`src/rtl/alu_cmd_sequencer.sv`:
```
`timescale 1ns/1ps
// alu_cmd_sequencer: single-outstanding command initiator for the ALU.
// Screens illegal opcodes and divide-by-zero, waits the opcode latency, returns a tagged response.
module alu_cmd_sequencer #(
    parameter int N       = 32,
    parameter int TAG_W   = 4,
    parameter int MUL_LAT = 4,
    parameter int DIV_LAT = 34
) (
    input  logic             clk,
    input  logic             rst_n,
    input  logic             cmd_valid,
    output logic             cmd_ready,
    input  logic [N-1:0]     cmd_a,
    input  logic [N-1:0]     cmd_b,
    input  logic [3:0]       cmd_opcode,
    input  logic [TAG_W-1:0] cmd_tag,
    output logic [N-1:0]     alu_a,
    output logic [N-1:0]     alu_b,
    output logic [3:0]       alu_opcode,
    input  logic [N-1:0]     alu_result,
    input  logic [N-1:0]     alu_remainder,
    input  logic             alu_carry_out,
    input  logic             alu_zero,
    input  logic             alu_overflow,
    output logic             rsp_valid,
    input  logic             rsp_ready,
    output logic [N-1:0]     rsp_result,
    output logic [N-1:0]     rsp_remainder,
    output logic [2:0]       rsp_flags,
    output logic [TAG_W-1:0] rsp_tag,
    output logic             rsp_err,
    output logic [15:0]      err_count
);
    localparam int CW = $clog2((MUL_LAT > DIV_LAT ? MUL_LAT : DIV_LAT) + 1);
    localparam logic [3:0] OP_MUL = 4'b1000;
    localparam logic [3:0] OP_DIV = 4'b1001;

    typedef enum logic [1:0] {IDLE, WAIT, RESP} state_t;

    state_t           r_state;
    logic [CW-1:0]    r_cnt;
    logic             r_err;
    logic [TAG_W-1:0] r_tag;
    logic             w_accept;
    logic             w_err;
    logic [CW-1:0]    w_lat;

    assign w_accept = r_state == IDLE && cmd_valid && cmd_ready;
    assign w_err    = cmd_opcode > OP_DIV || (cmd_opcode == OP_DIV && cmd_b == '0);
    // counter holds remaining wait edges, so an L-cycle op loads L-1
    assign w_lat    = w_err ? '0 :
                      cmd_opcode == OP_MUL ? CW'(MUL_LAT - 1) :
                      cmd_opcode == OP_DIV ? CW'(DIV_LAT - 1) : '0;

    always_ff @(posedge clk or negedge rst_n) begin
        if (!rst_n) begin
            r_state       <= IDLE;
            r_cnt         <= '0;
            r_err         <= 1'b0;
            r_tag         <= '0;
            cmd_ready     <= 1'b0;
            alu_a         <= '0;
            alu_b         <= '0;
            alu_opcode    <= '0;
            rsp_valid     <= 1'b0;
            rsp_result    <= '0;
            rsp_remainder <= '0;
            rsp_flags     <= '0;
            rsp_tag       <= '0;
            rsp_err       <= 1'b0;
            err_count     <= '0;
        end else begin
            case (r_state)
                IDLE: begin
                    cmd_ready <= 1'b1;
                    if (w_accept) begin
                        cmd_ready <= 1'b0;
                        r_tag     <= cmd_tag;
                        r_err     <= w_err;
                        r_cnt     <= w_lat;
                        r_state   <= WAIT;
                        if (!w_err) begin
                            alu_a      <= cmd_a;
                            alu_b      <= cmd_b;
                            alu_opcode <= cmd_opcode;
                        end else if (err_count != '1) begin
                            err_count <= err_count + 16'd1;
                        end
                    end
                end
                WAIT: begin
                    if (r_cnt != '0) begin
                        r_cnt <= r_cnt - CW'(1);
                    end else begin
                        rsp_valid     <= 1'b1;
                        rsp_result    <= r_err ? '0 : alu_result;
                        rsp_remainder <= r_err ? '0 : alu_remainder;
                        rsp_flags     <= r_err ? 3'b000 : {alu_overflow, alu_carry_out, alu_zero};
                        rsp_tag       <= r_tag;
                        rsp_err       <= r_err;
                        r_state       <= RESP;
                    end
                end
                RESP: begin
                    if (rsp_ready) begin
                        rsp_valid <= 1'b0;
                        cmd_ready <= 1'b1;
                        r_state   <= IDLE;
                    end
                end
                default: r_state <= IDLE;
            endcase
        end
    end
endmodule

```
`config.mk`:
```
export PLATFORM = sky130hd
export DESIGN_NAME = alu_cmd_sequencer
export DESIGN_NICKNAME = d
export VERILOG_FILES = /design/src/rtl/alu_cmd_sequencer.sv
export SDC_FILE = /design/constraint.sdc
export NUM_CORES = 1
export LEC_CHECK = 0
export BUFFER_PORTS_ARGS = -buffer_cell sky130_fd_sc_hd__buf_2
export CORE_ASPECT_RATIO = 1.4
export CORE_MARGIN = 2
export CORE_UTILIZATION = 35
export DETAILED_ROUTE_END_ITERATION = 12
export GPL_ROUTABILITY_DRIVEN = 1
export PLACE_DENSITY_LB_ADDON = 0.25
export SYNTH_ARGS = -nofsm -noshare
export SYNTH_HDL_FRONTEND = slang
export SYNTH_SLANG_ARGS = --single-unit
```
`constraint.sdc`:
```
create_clock -name clk -period 2.3 [get_ports clk]
set_input_delay 0.46 -clock clk [delete_from_list [all_inputs] [get_ports clk]]
set_output_delay 0.46 -clock clk [all_outputs]
set_load 0.01 [all_outputs]
```
* Word level (Yosys, flattened, before mapping)
Index checks and enable logic that the tools add are counted.
Operators by class: mux-type cells 19, reduce and logical (&&, ||, !) cells 18, order comparisons 1, bitwise operators 2, $add $sub $neg 2, eq/ne operators 9
Operators with widths (count):
- $mux 32 | 2
- $logic_not 32->1 | 1
- $mux 6 | 5
- $add 16x1->16 const B | 1
- $ne 16x16->1 const B | 1
- $pmux 6 s2 | 1
- $reduce_and 3->1 | 4
- $eq 4x4->1 const B | 2
- $ne 2x2->1 const B | 4
- $mux 2 | 3
- $pmux 2 s3 | 1
- $reduce_and 2->1 | 3
- $reduce_bool 2->1 | 3
- $reduce_bool 6->1 | 1
- $sub 6x1->6 const B | 1
- $gt 4x4->1 const B | 1
- $mux 1 | 4
- $pmux 1 s2 | 2
- $reduce_and 4->1 | 1
- $logic_and 1x1->1 | 3
- $mux 3 | 1
- $eq 2x1->1 const B | 1
- $eq 2x2->1 const B | 1
- $logic_not 2->1 | 1
- other kinds (2) | 3
Word-level totals: logic and storage cells 66, input bits 143, flip-flop bits (word level) 171, output and inout port bits 158

* Logic depth before layout (Yosys ltp)
depth after elaboration 6, gate-level depth with buffers 8, depth with buffers taken out 6

* Worst setup path after synthesis
Ideal clock, no wire load.
path type input -> register, from input port cmd_b[21], to register alu_a[19], stages 8, buffers on the path 3, setup slack 0.250 ns, arrival 1.925 ns, path through nor4_2 -> nand4_1 -> o31a_1 -> buf_6 -> nand2_4 -> buf_6 -> buf_6 -> mux2_2
Between the ends: longest elaborated chain between the ends 5
RTL lines:
- from (decl) | line 15 | input logic [N-1:0] cmd_b,
- $logic_not 32->1 | line 50 | assign w_err = cmd_opcode > OP_DIV || (cmd_opcode == OP_DIV && cmd_b == '0);
- $logic_and 1x1->1 | line 50
- $logic_or 1x1->1 | line 50
- $not 1->1 (no source line)
- $reduce_and 3->1 (no source line)
- to (signal assigned) | line 84 | alu_a <= cmd_a;
- to (decl) | line 18 | output logic [N-1:0] alu_a,
Every way passes these cells. A chain may end at the register's enable or synchronous reset.

* Final worst setup path
from register err_count[4], to register err_count[7]
Between the ends: longest elaborated chain between the ends 2, elaborated cells on any way between the ends 3, those cells by class add/sub (1); eq/ne (1); reduce/logical (1)
RTL lines:
- from (decl) | line 33 | output logic [15:0] err_count
- from (signal assigned) | line 88 | err_count <= err_count + 16'd1;
- parallel branches: the longest is 2 deep, another holds $add 16x1->16
Several ways; the timed one is not identified.

==> summary.txt <==
Placement
  • Port bufs: 300
  • Dpl hpwl: 12900 um
  • Place WS: -0.111 ns
  • Final GP Congestion: between 0.7 and 0.8
  • Placed instance area: between 9000 and 10000 um^2

Global routing
  • Final global-route overflow total: 0
  • GRT Resource Usage Total: between 10% and 20%
  • Initial antenna violation count: 0
  • Vias in the first global route: around 5500
  • First-pass GRT wire length: approximately 29000 um
  • Largest net degree at the start of global routing: 71

Clock tree
  • TritonCTS Sinks: approximately 170
  • Post_cts resized: 0
  • Clock Pin Slew Worst Setup and Hold Paths: 0.06 ns
  • Skew-Pair Late Insertion Delay: 0.42 ns
  • Max clock buf depth: 2
  • H-tree level count: 4
  • Total clock buffers created by CTS: 17
  • Root Driver: clkbuf_16
  • TritonCTS clock tree: built
  • Post-CTS setup buffers: 0
  • Post-CTS Hold Buffers: 1

Worst hold path
  • Worst hold-check path type: in2reg
  • Hold depth: 2

Power
  • Pwr/cell area: between 1000 and 1500 nW/um^2
  • Power Internal: 8.52 mW
  • Tot Pwr: 12.8 mW
  • Net Sw Frac: roughly 33%
  • Share of total power in sequential cells: 39.0%
  • Combinational share of power: around 37%
  • P_leak: 4.95 nW
  • Clock share of power: 24.1%
  • Max VDD drop: between 0.0006 and 0.0007 V
  • Switching power: 4.27 mW

Final layout
  • Final core utilization: between 40 and 50%
  • Post-layout nets: 1056
  • Most common cell after layout, fill and taps aside: buf_2
  • Share of cells above drive strength 1: between 40% and 50%
  • Final instance area: 9740 um^2
  • Antenna cells: 0
  • Commonest cells after routing, fill and taps aside: 299 x buf_2, 171 x dfrtp_1, 81 x nand2_1, 76 x mux2_2, 70 x o21ai_0
  • Area grow syn2layout: 36.0%

Setup path
  • CP required: 2.60 ns
  • Critical Path Sink Type: flip-flop
  • Critical Path Source Type: flip-flop
  • Setup CP Type: reg2reg
  • Crit path max fanout: 6
  • Worst Reg2Reg Path Length in Cells: 6
  • Critical path data arrival time: 2.26 ns

Status
  • Status: completed

Floorplanning
  • Core Rows: ~60
  • Die span in y: 173 um
  • Core area: 20000 um^2
  • Initial core utilization: 35.8%
  • Horiz. Die Dim: 125 um
  • Num ports: 301
  • Die Area: 21600 um^2

Routing
  • ANT nets after route: 0
  • Residual DRC: 0
  • Starting DRT DRC Count: 220
  • Via count: approximately 5400
  • DRT Pass-1 Iters: 4
  • Metal-1 WL: 7390 um
  • WL met3: 1490 um
  • Met2 WL: 8460 um
  • Post-Route WL: 17600 um
  • Via/cell ratio: approximately 4.6
  • Wire per inst: 15.0 um
  • Highest routed layer: met4

Yosys
  • Mapped Avg Cell Area: 12.0 um^2
  • Distinct cells, synth: 41
  • Seq/Total Area, Yosys: 59.7%
  • Cells after synthesis: 598
  • Yosys reg bits: 171
  • Number of synthesized flops with an enable pin: 0
  • Syn Std Cell Area: 7160 um^2
  • Most used DFF post-synth: dfrtp_1
  • Share of flip-flops with an asynchronous set or reset: 100%
  • Syn_nets: 744
  • Synth warn: 0

STA
  • RSZ-0062 raised after global routing: no
  • Fin crit share: 85.4%
  • Slew headroom: 64.5%
  • Slew of the pin with the lowest slew margin: 0.532 ns
  • Clock period minus final worst setup slack: 1.96 ns
  • Slew Limit Fails: 0
  • Fin. Hold Viols: 0
  • Final setup viols: 0
  • Worst Clk Skew: around 0.010 ns
  • Final WS setup: 0.337 ns
  • Fmax: between 500 and 600 MHz

Flow run
  • MaxCap Viol Count: 0
[layer usage]
layer  vias up  global-route usage (%)
li1       2656                       -
met1      2523                    20.7
met2       224                    27.2
met3        19                    5.80
met4         0                    5.37
met5         -                       0
[sequential cells by signal, indices dropped and copies added, names as in the netlist]
register / cells
alu_a: 32
alu_b: 32
rsp_remainder: 32
rsp_result: 32
err_count: 16
r_cnt: 6
alu_opcode: 4
r_tag: 4
rsp_tag: 4
rsp_flags: 3
r_state: 2
cmd_ready: 1
r_err: 1
rsp_err: 1
rsp_valid: 1
[worst paths after layout]
path	slack [ns]	end	start
hold reg to reg	0.47	rsp_flags[0]	rsp_flags[0]
setup reg to reg	0.34	err_count[7]	err_count[4]
hold / removal	0.25	alu_a[22]	cmd_a[22]
min in group asynchronous	0.56	rsp_remainder[8]	rst_n
max in group asynchronous	1.07	rsp_remainder[30]	rst_n
setup / recovery	0.34	err_count[7]	err_count[4]
[power groups by stage]
| stage | logic, mW | registers (mW) | clock network [mW] |
|---|---|---|---|
| after floorplan | 2.18 | 5.63 | 0 |
| after global placement | 4.74 | 5.01 | 0 |
| after detailed placement | 4.82 | 5.05 | 0 |
| after CTS | 4.84 | 5.00 | 3.17 |
| after global routing | 5.24 | 5.18 | 3.29 |
| final | 4.73 | 4.99 | 3.08 |
[critical path, stage by stage (launching register included)]
cell and delay (ns):
dfrtp_1 0.42, and3_1 0.24, nand4_2 0.29, o31ai_4 0.39
buf_4 0.26, nor3_1 0.08, xor2_1 0.15
[cell families after synthesis]
kind of cell             Yosys count  share of synthesized area [%]
buffers and inverters             39                           2.92
AND/OR/NAND/NOR                  206                           16.0
XOR/XNOR                          18                           2.20
AO/OA/AOI/OAI                     83                           6.37
adder cells (fa/ha/maj)            3                          0.524
flip-flops                       171                           59.7
multiplexers                      78                           12.3
[final cells by class]
cell class                 instances  area [um^2]
timing repair buffer             327         1810
clock inverter                     9          133
sequential                       171         4280
clock buffer                      23          508
inverter                           5         18.8
multi-input combinational        388         2680
tap                              252          315
fill                            1887        10300
[through the flow]
stage | instances | hold slack [ns] | TNS, ns
floorplan | 598 | 0.164 | 0
global placement | 1142 | 0.457 | -6.95
detailed placement | 1142 | 0.457 | -5.92
CTS | 1175 | 0.220 | 0
global route | 1175 | 0.232 | 0
finish | 1175 | 0.247 | 0
[synthesized netlist by cell type (2+ instances only)]
master	n	area, um^2
buf_4	6	45.0
nor2_1	10	37.5
nor3_1	8	40.0
and4_1	3	26.3
nor4b_1	2	17.5
clkbuf_1	23	86.3
o211ai_1	2	15.0
o21ai_0	70	350
nor4_4	4	85.1
nor4_2	2	25.0
nor4_1	7	43.8
a21oi_1	2	10.0
inv_1	5	18.8
xor2_1	17	149
nand2_1	81	304
ha_1	3	37.5
nand2b_1	68	425
and3_1	3	18.8
o21a_1	3	22.5
buf_6	3	33.8
nand4_1	3	18.8
mux2_1	2	22.5
nor3b_1	2	15.0
mux2_2	76	856
dfrtp_1	171	4280
nand3_1	7	35.0
No activity file was read; power rests on OpenSTA's default activity.
